--- src/rtl/cic_pkg.sv ---
// Constants shared by the CIC integrator chain and the decimating comb section,
// plus helpers for the output slice offset and the round-half-up constant.
package cic_pkg;

    localparam int CIC_NUM_STAGES     = 3;
    localparam int CIC_DATA_WIDTH_IN  = 16;
    localparam int CIC_DATA_WIDTH_OUT = 16;
    localparam int CIC_DIFF_DELAY     = 1;
    localparam int CIC_DEC_WIDTH      = 5;

    // LSB of the internal word that lands on bit 0 of the output.
    function automatic int slice_offset(input int width_in, input int width_out);
        return width_in - width_out;
    endfunction

    // Half an output LSB, expressed in internal LSBs; zero when nothing is dropped.
    function automatic longint round_const(input int width_in, input int width_out);
        if (width_in > width_out) begin
            return longint'(1) << (width_in - width_out - 1);
        end
        return 0;
    endfunction

endpackage

--- src/rtl/cic_comb_decim_if.sv ---
// Sample-side and output-side signals of the decimating comb section.
// master drives samples and the decimation factor; slave is the comb section.
interface cic_comb_decim_if
    import cic_pkg::*;
#(
    parameter int DATA_WIDTH_IN  = CIC_DATA_WIDTH_IN,
    parameter int DATA_WIDTH_OUT = CIC_DATA_WIDTH_OUT,
    parameter int DEC_WIDTH      = CIC_DEC_WIDTH
);

    logic                      en;
    logic [DATA_WIDTH_IN-1:0]  in;
    logic [DEC_WIDTH-1:0]      dec_factor;
    logic [DATA_WIDTH_OUT-1:0] out;
    logic                      valid_out;

    modport master (
        output en,
        output in,
        output dec_factor,
        input  out,
        input  valid_out
    );

    modport slave (
        input  en,
        input  in,
        input  dec_factor,
        output out,
        output valid_out
    );

endinterface

--- src/rtl/cic_comb_stage.sv ---
// One comb stage y[n] = x[n] - x[n-DIFF_DELAY], advancing only on a valid
// input; arithmetic wraps modulo 2^DATA_WIDTH.
module cic_comb_stage
    import cic_pkg::*;
#(
    parameter int DATA_WIDTH = CIC_DATA_WIDTH_IN,
    parameter int DIFF_DELAY = CIC_DIFF_DELAY
) (
    input  logic                  clk,
    input  logic                  rst,
    input  logic                  in_valid,
    input  logic [DATA_WIDTH-1:0] in_data,
    output logic                  out_valid,
    output logic [DATA_WIDTH-1:0] out_data
);

    logic [DATA_WIDTH-1:0] dline [DIFF_DELAY];

    // NOTE: sequential state uses non-blocking assignments so every register
    // samples pre-edge values and the shift below needs no ordering care.
    always_ff @(posedge clk) begin
        if (rst) begin
            out_valid <= 1'b0;
            out_data  <= '0;
            // NOTE: the delay line is a memory that is explicitly reset, since
            // the first post-reset result must be taken against zero history.
            for (int i = 0; i < DIFF_DELAY; i++) begin
                dline[i] <= '0;
            end
        end else if (in_valid) begin
            out_valid <= 1'b1;
            out_data  <= in_data - dline[DIFF_DELAY-1];
            dline[0]  <= in_data;
            for (int i = 1; i < DIFF_DELAY; i++) begin
                dline[i] <= dline[i-1];
            end
        end else begin
            out_valid <= 1'b0;
        end
    end

endmodule

--- src/rtl/cic_comb_decim.sv ---
// Decimating comb section: downsample by runtime R, NUM_STAGES comb stages,
// output slice. Define CIC_COMB_ROUND_EN for round-half-up with saturation.
module cic_comb_decim
    import cic_pkg::*;
#(
    parameter int DATA_WIDTH_IN  = CIC_DATA_WIDTH_IN,
    parameter int DATA_WIDTH_OUT = CIC_DATA_WIDTH_OUT,
    parameter int NUM_STAGES     = CIC_NUM_STAGES,
    parameter int DIFF_DELAY     = CIC_DIFF_DELAY,
    parameter int DEC_WIDTH      = CIC_DEC_WIDTH
) (
    input logic              clk,
    input logic              rst,
    cic_comb_decim_if.slave  bus
);

    localparam int OFFSET = slice_offset(DATA_WIDTH_IN, DATA_WIDTH_OUT);

    logic [DEC_WIDTH-1:0]     cnt;
    logic [DEC_WIDTH-1:0]     r_latched;
    logic [DEC_WIDTH-1:0]     dec_eff;
    logic                     accept;
    logic                     cap_valid;
    logic [DATA_WIDTH_IN-1:0] cap_data;
    logic                     stg_valid [NUM_STAGES];
    logic [DATA_WIDTH_IN-1:0] stg_data  [NUM_STAGES];
    logic [DATA_WIDTH_IN-1:0] result;

    // NOTE: dec_eff gets its default before the conditional override so no
    // path leaves it unassigned and no latch is inferred.
    always_comb begin
        dec_eff = bus.dec_factor;
        if (bus.dec_factor == '0) begin
            dec_eff = DEC_WIDTH'(1);
        end
    end

    // r_latched never drops below 1, so the subtraction cannot underflow.
    assign accept = bus.en && (cnt == r_latched - DEC_WIDTH'(1));

    always_ff @(posedge clk) begin
        if (rst) begin
            cnt       <= '0;
            r_latched <= DEC_WIDTH'(1);
            cap_valid <= 1'b0;
            cap_data  <= '0;
        end else begin
            cap_valid <= accept;
            if (accept) begin
                cnt       <= '0;
                r_latched <= dec_eff;
                cap_data  <= bus.in;
            end else if (bus.en) begin
                cnt <= cnt + DEC_WIDTH'(1);
            end
        end
    end

    for (genvar k = 0; k < NUM_STAGES; k++) begin : g_stage
        logic                     stage_in_valid;
        logic [DATA_WIDTH_IN-1:0] stage_in_data;

        if (k == 0) begin : g_first
            assign stage_in_valid = cap_valid;
            assign stage_in_data  = cap_data;
        end else begin : g_chain
            assign stage_in_valid = stg_valid[k-1];
            assign stage_in_data  = stg_data[k-1];
        end

        cic_comb_stage #(
            .DATA_WIDTH (DATA_WIDTH_IN),
            .DIFF_DELAY (DIFF_DELAY)
        ) u_stage (
            .clk       (clk),
            .rst       (rst),
            .in_valid  (stage_in_valid),
            .in_data   (stage_in_data),
            .out_valid (stg_valid[k]),
            .out_data  (stg_data[k])
        );
    end

    assign result        = stg_data[NUM_STAGES-1];
    assign bus.valid_out = stg_valid[NUM_STAGES-1];

`ifdef CIC_COMB_ROUND_EN
    localparam logic [DATA_WIDTH_IN:0] ROUND_ADD =
        (DATA_WIDTH_IN+1)'(round_const(DATA_WIDTH_IN, DATA_WIDTH_OUT));

    logic [DATA_WIDTH_IN:0]    rounded;
    logic [DATA_WIDTH_OUT-1:0] out_sel;

    // One guard bit catches the overflow of the rounding add; clamp on it.
    always_comb begin
        rounded = {result[DATA_WIDTH_IN-1], result} + ROUND_ADD;
        out_sel = rounded[DATA_WIDTH_IN-1 -: DATA_WIDTH_OUT];
        if (rounded[DATA_WIDTH_IN] != rounded[DATA_WIDTH_IN-1]) begin
            out_sel = rounded[DATA_WIDTH_IN] ? {1'b1, {(DATA_WIDTH_OUT-1){1'b0}}}
                                             : {1'b0, {(DATA_WIDTH_OUT-1){1'b1}}};
        end
    end

    assign bus.out = out_sel;
`else
    assign bus.out = result[OFFSET +: DATA_WIDTH_OUT];
`endif

endmodule

--- src/flat_wrapper.sv ---
// flat-port wrapper written by rule: the top's interface ports become plain ports
module cic_comb_decim_flat import cic_pkg::*;
#(
    parameter int DATA_WIDTH_IN  = CIC_DATA_WIDTH_IN,
    parameter int DATA_WIDTH_OUT = CIC_DATA_WIDTH_OUT,
    parameter int NUM_STAGES     = CIC_NUM_STAGES,
    parameter int DIFF_DELAY     = CIC_DIFF_DELAY,
    parameter int DEC_WIDTH      = CIC_DEC_WIDTH
)
  (clk, rst, bus_en, bus_in, bus_dec_factor, bus_out, bus_valid_out);
  cic_comb_decim_if #(.DATA_WIDTH_IN(DATA_WIDTH_IN), .DATA_WIDTH_OUT(DATA_WIDTH_OUT), .DEC_WIDTH(DEC_WIDTH)) bus_i ();
  input logic clk;
  input logic rst;
  input wire logic [$bits(bus_i.en)-1:0] bus_en;
  input wire logic [$bits(bus_i.in)-1:0] bus_in;
  input wire logic [$bits(bus_i.dec_factor)-1:0] bus_dec_factor;
  output wire logic [$bits(bus_i.out)-1:0] bus_out;
  output wire logic [$bits(bus_i.valid_out)-1:0] bus_valid_out;
  assign bus_i.en = bus_en;
  assign bus_i.in = bus_in;
  assign bus_i.dec_factor = bus_dec_factor;
  assign bus_out = bus_i.out;
  assign bus_valid_out = bus_i.valid_out;
  cic_comb_decim #(.DATA_WIDTH_IN(DATA_WIDTH_IN), .DATA_WIDTH_OUT(DATA_WIDTH_OUT), .NUM_STAGES(NUM_STAGES), .DIFF_DELAY(DIFF_DELAY), .DEC_WIDTH(DEC_WIDTH)) u_core (.clk(clk), .rst(rst), .bus(bus_i));
endmodule
--- config.mk ---
export PLATFORM = sky130hd
export DESIGN_NAME = cic_comb_decim_flat
export DESIGN_NICKNAME = d
export VERILOG_FILES = /design/src/rtl/cic_pkg.sv /design/src/rtl/cic_comb_decim_if.sv /design/src/rtl/cic_comb_stage.sv /design/src/rtl/cic_comb_decim.sv /design/src/flat_wrapper.sv
export SDC_FILE = /design/constraint.sdc
export NUM_CORES = 1
export LEC_CHECK = 0
export ABC_AREA = 1
export BUFFER_PORTS_ARGS = -buffer_cell sky130_fd_sc_hd__buf_2
export CAP_MARGIN = 20
export CORE_ASPECT_RATIO = 0.7
export CORE_MARGIN = 4
export CORE_UTILIZATION = 30
export DETAILED_ROUTE_END_ITERATION = 6
export HOLD_SLACK_MARGIN = 0.06
export PLACE_DENSITY = 0.48
export SYNTH_ARGS = -nofsm -noshare
export SYNTH_HDL_FRONTEND = slang
export SYNTH_SLANG_ARGS = --single-unit
export TNS_END_PERCENT = 5
--- constraint.sdc ---
create_clock -name clk -period 3.6 [get_ports clk]
set_input_delay 0.18 -clock clk [delete_from_list [all_inputs] [get_ports clk]]
set_output_delay 0.18 -clock clk [all_outputs]
set_load 0.05 [all_outputs]
==> results.toml <==
[global_routing]
grt_pass1_vias = 5730
grt_max_degree = 26
grt.overflow.total = 0
grt_pass1_wl_mm = 29.2
antenna_found_initial = 0
grt_usage_pct = 13.0

[pwr]
power_density_mw_per_mm2 = 727
power.total_mw = 6.35
seq_power_share_pct = 31.1
combPwrFrac_pct = 42.5
pwr-share-clk_pct = 26.4
vdd_drop_max_v = 0.000310
p_int_mw = 3.67
leakage_nw = 4.41
sw_frac_of_total_pct = 42.2
switchingPower_mw = 2.68

[place]
port_buffers = 40
dpl.hpwl_mm = 12.8
place_inst = 1421
place_congestion = 0.840

[synth]
synth_top_area_share_pct = 21.0
synth_nets = 1149
synth.avg_cell_area_um2 = 6.92
ys_seq_area_share_pct = 40.4
synth-seq-cells = 126
yosys-top-cells-area = "dfxtp_1, edfxtp_1, nand2_1"
yosysTopAreaCell = "dfxtp_1"
synth.distinct_cells = 32
syn_inst = 1075
syn_area_mm2 = 0.00744
yosysWarningCount = 0

[worst_hold_path]
min_path_type = "in2reg"

[critical_path]
critPathCaptureType = "flop"
cp_max_fo = 23
crit_arrival_ns = 2.40
cp.required_ns = 3.91
critPathKind = "reg2reg"
cp-start-kind = "flop"

[drt]
antenna_left = 0
drtPass1Iterations = 4
wl_per_cell_um = 11.5
wirelength_mm = 16.9
drcViolationCount = 0
drtIter0Drc = 375
vias_per_cell = 4.23
vias = 6231

[timing]
tightestPinTransition_ns = 0.872
rsz0062_at_grt = "false"
fin_crit_sh_pct = 58.1
holdWs_ns = 0.0800
clock.fmax_ghz = 0.478
finalCriticalPeriod_ns = 2.09
skew_ns = 0.00770
tns_ns = 0
hold_viol_final = 0
relSlewSlack_pct = 41.5
maxSlewViolCount = 0
setup_viol = 0

[clock_network]
clock_path_buffers = 2
cts_tree = "done"
hold_buffers = 20
cts_sinks = 126
cts_buffers = 17
clk_pin_slew_ns = 0.06
cts_root_buf = "clkbuf_16"
cts.htree.levels = 4
postCtsSetupBuffers = 0
post_cts_resized = 0
insertion_delay_ns = 0.42

[job]
maxCapViolations = 0

[die]
start_util_pct = 31.0
num_rows = 47
die-height_um = 140
ios = 41
die_area_mm2 = 0.0274
die_w_um = 196
core-area_mm2 = 0.0240

[status]
status = "completed"

[cells_and_area]
diodes = 0
final_cell_count_no_fill = 1473
fillers = 2610
drive_gt1_share_pct = 7.01
syn_to_final_growth_pct = 17.4
fin_nets = 1216
-- Yosys cell counts (all sizes together) --
cell type and n:
a21oi 39, xnor2 3, fa 3, o21bai 1
nor4 1, nand2 358, edfxtp 48, nand4 5
and2 1, dfxtp 78, mux2i 1, inv 232
clkbuf 2, nor2 99, buf 14, or2 2
ha 47, nand3b 6, clkinv 2, xor2 9
o22ai 7, nand3 77, o21ai 31, nor3 9
-- final cells by class --
type | count | area (um^2) | area share [%]
repair buffers | 64 | 430 | 4.93
inverters | 234 | 878 | 10.1
flip-flops and latches | 126 | 3000 | 34.4
clock buffers | 18 | 429 | 4.91
well taps | 318 | 398 | 4.56
multi-input cells | 699 | 3450 | 39.5
clock inverters | 14 | 144 | 1.65
-- final timing paths --
check | from | to | slack (ns) | cells past startpoint
setup / recovery | u_core.r_latched[0] | u_core.cnt[4] | 1.51 | 10
hold / removal | bus_dec_factor[0] | u_core.r_latched[0] | 0.08 | 4
setup reg to reg | u_core.r_latched[0] | u_core.cnt[4] | 1.51 | 10
hold reg to reg | u_core.g_stage[2].u_stage.out_data[5] | u_core.g_stage[2].u_stage.out_data[5] | 0.45 | 2
-- routing by layer --
metal  GRT usage, %  vias to the layer above  wire length, um
li1               -                     3437                -
met1           20.9                     2716            10000
met2           17.2                       66             6230
met3           2.68                       12              518
met4           3.53                        0              172
met5              0                        -                0
-- placed cells by master, fill, tap and decap left out, types with 2 or more instances in the layout --
master,synthesis,layout
ha_1,47,47
o21ai_0,31,31
buf_2,8,40
nor2_2,2,2
nand3_1,77,77
inv_6,0,2
clkinv_2,0,2
a21oi_1,39,39
clkbuf_16,0,17
nor2_1,93,93
o22ai_1,7,7
nand4_1,5,5
buf_4,1,4
nor3_1,9,9
clkinv_4,0,3
clkinvlp_4,0,3
nand3b_1,6,6
dfxtp_1,78,78
fa_1,3,3
nor2_4,4,4
dlygate4sd3_1,0,20
nand2_1,357,357
xor2_1,9,9
clkinv_1,2,4
inv_1,232,232
xnor2_1,3,3
edfxtp_1,48,48
bufinv_16,0,2
-- cells by family after synthesis --
family / share of synthesized area (%)
adder cells (fa/ha/maj): 8.72
AO/OA/AOI/OAI: 5.40
multiplexers: 0.135
flip-flops: 40.4
buffers and inverters: 13.2
AND/OR/NAND/NOR: 30.7
XOR/XNOR: 1.41
-- worst max-delay path: stages (launching register included) --
cell	delay (ns)
dfxtp_1	0.37
inv_1	0.08
ha_1	0.28
or2_0	0.10
nand3_1	0.06
nor2_1	0.12
nand2_2	0.08
nor2_4	0.43
nor2_4	0.20
inv_1	0.19
nor2_1	0.06
-- per-stage QoR --
step | utilization, % | worst slack, ns | area [um^2]
after global routing | 36.4 | 1.30 | 8730
final | 36.4 | 1.51 | 8730
after global placement | 33.2 | 1.57 | 7960
after CTS | 36.4 | 1.51 | 8730
after detailed placement | 33.2 | 1.52 | 7960
after floorplan | - | 2.00 | 7440
-- power groups by stage --
stage               logic [mW]  registers (mW)  clock network, mW
floorplan                 2.08            1.99                  0
global placement          2.64            2.01                  0
detailed placement        2.66            2.01                  0
CTS                       2.69            1.98               1.72
global route              3.16            2.02               1.79
finish                    2.70            1.98               1.68
-- registers in the layout (all words and copies together) (netlist names) --
signal and cells:
u_core.g_stage.u_stage.dline 48, u_core.g_stage.u_stage.out_data 48, u_core.cap_data 16, u_core.cnt 5, u_core.r_latched 5, u_core.g_stage.u_stage.out_valid 3, u_core.cap_valid 1
Note: power is estimated with default switching activity, not from simulation.
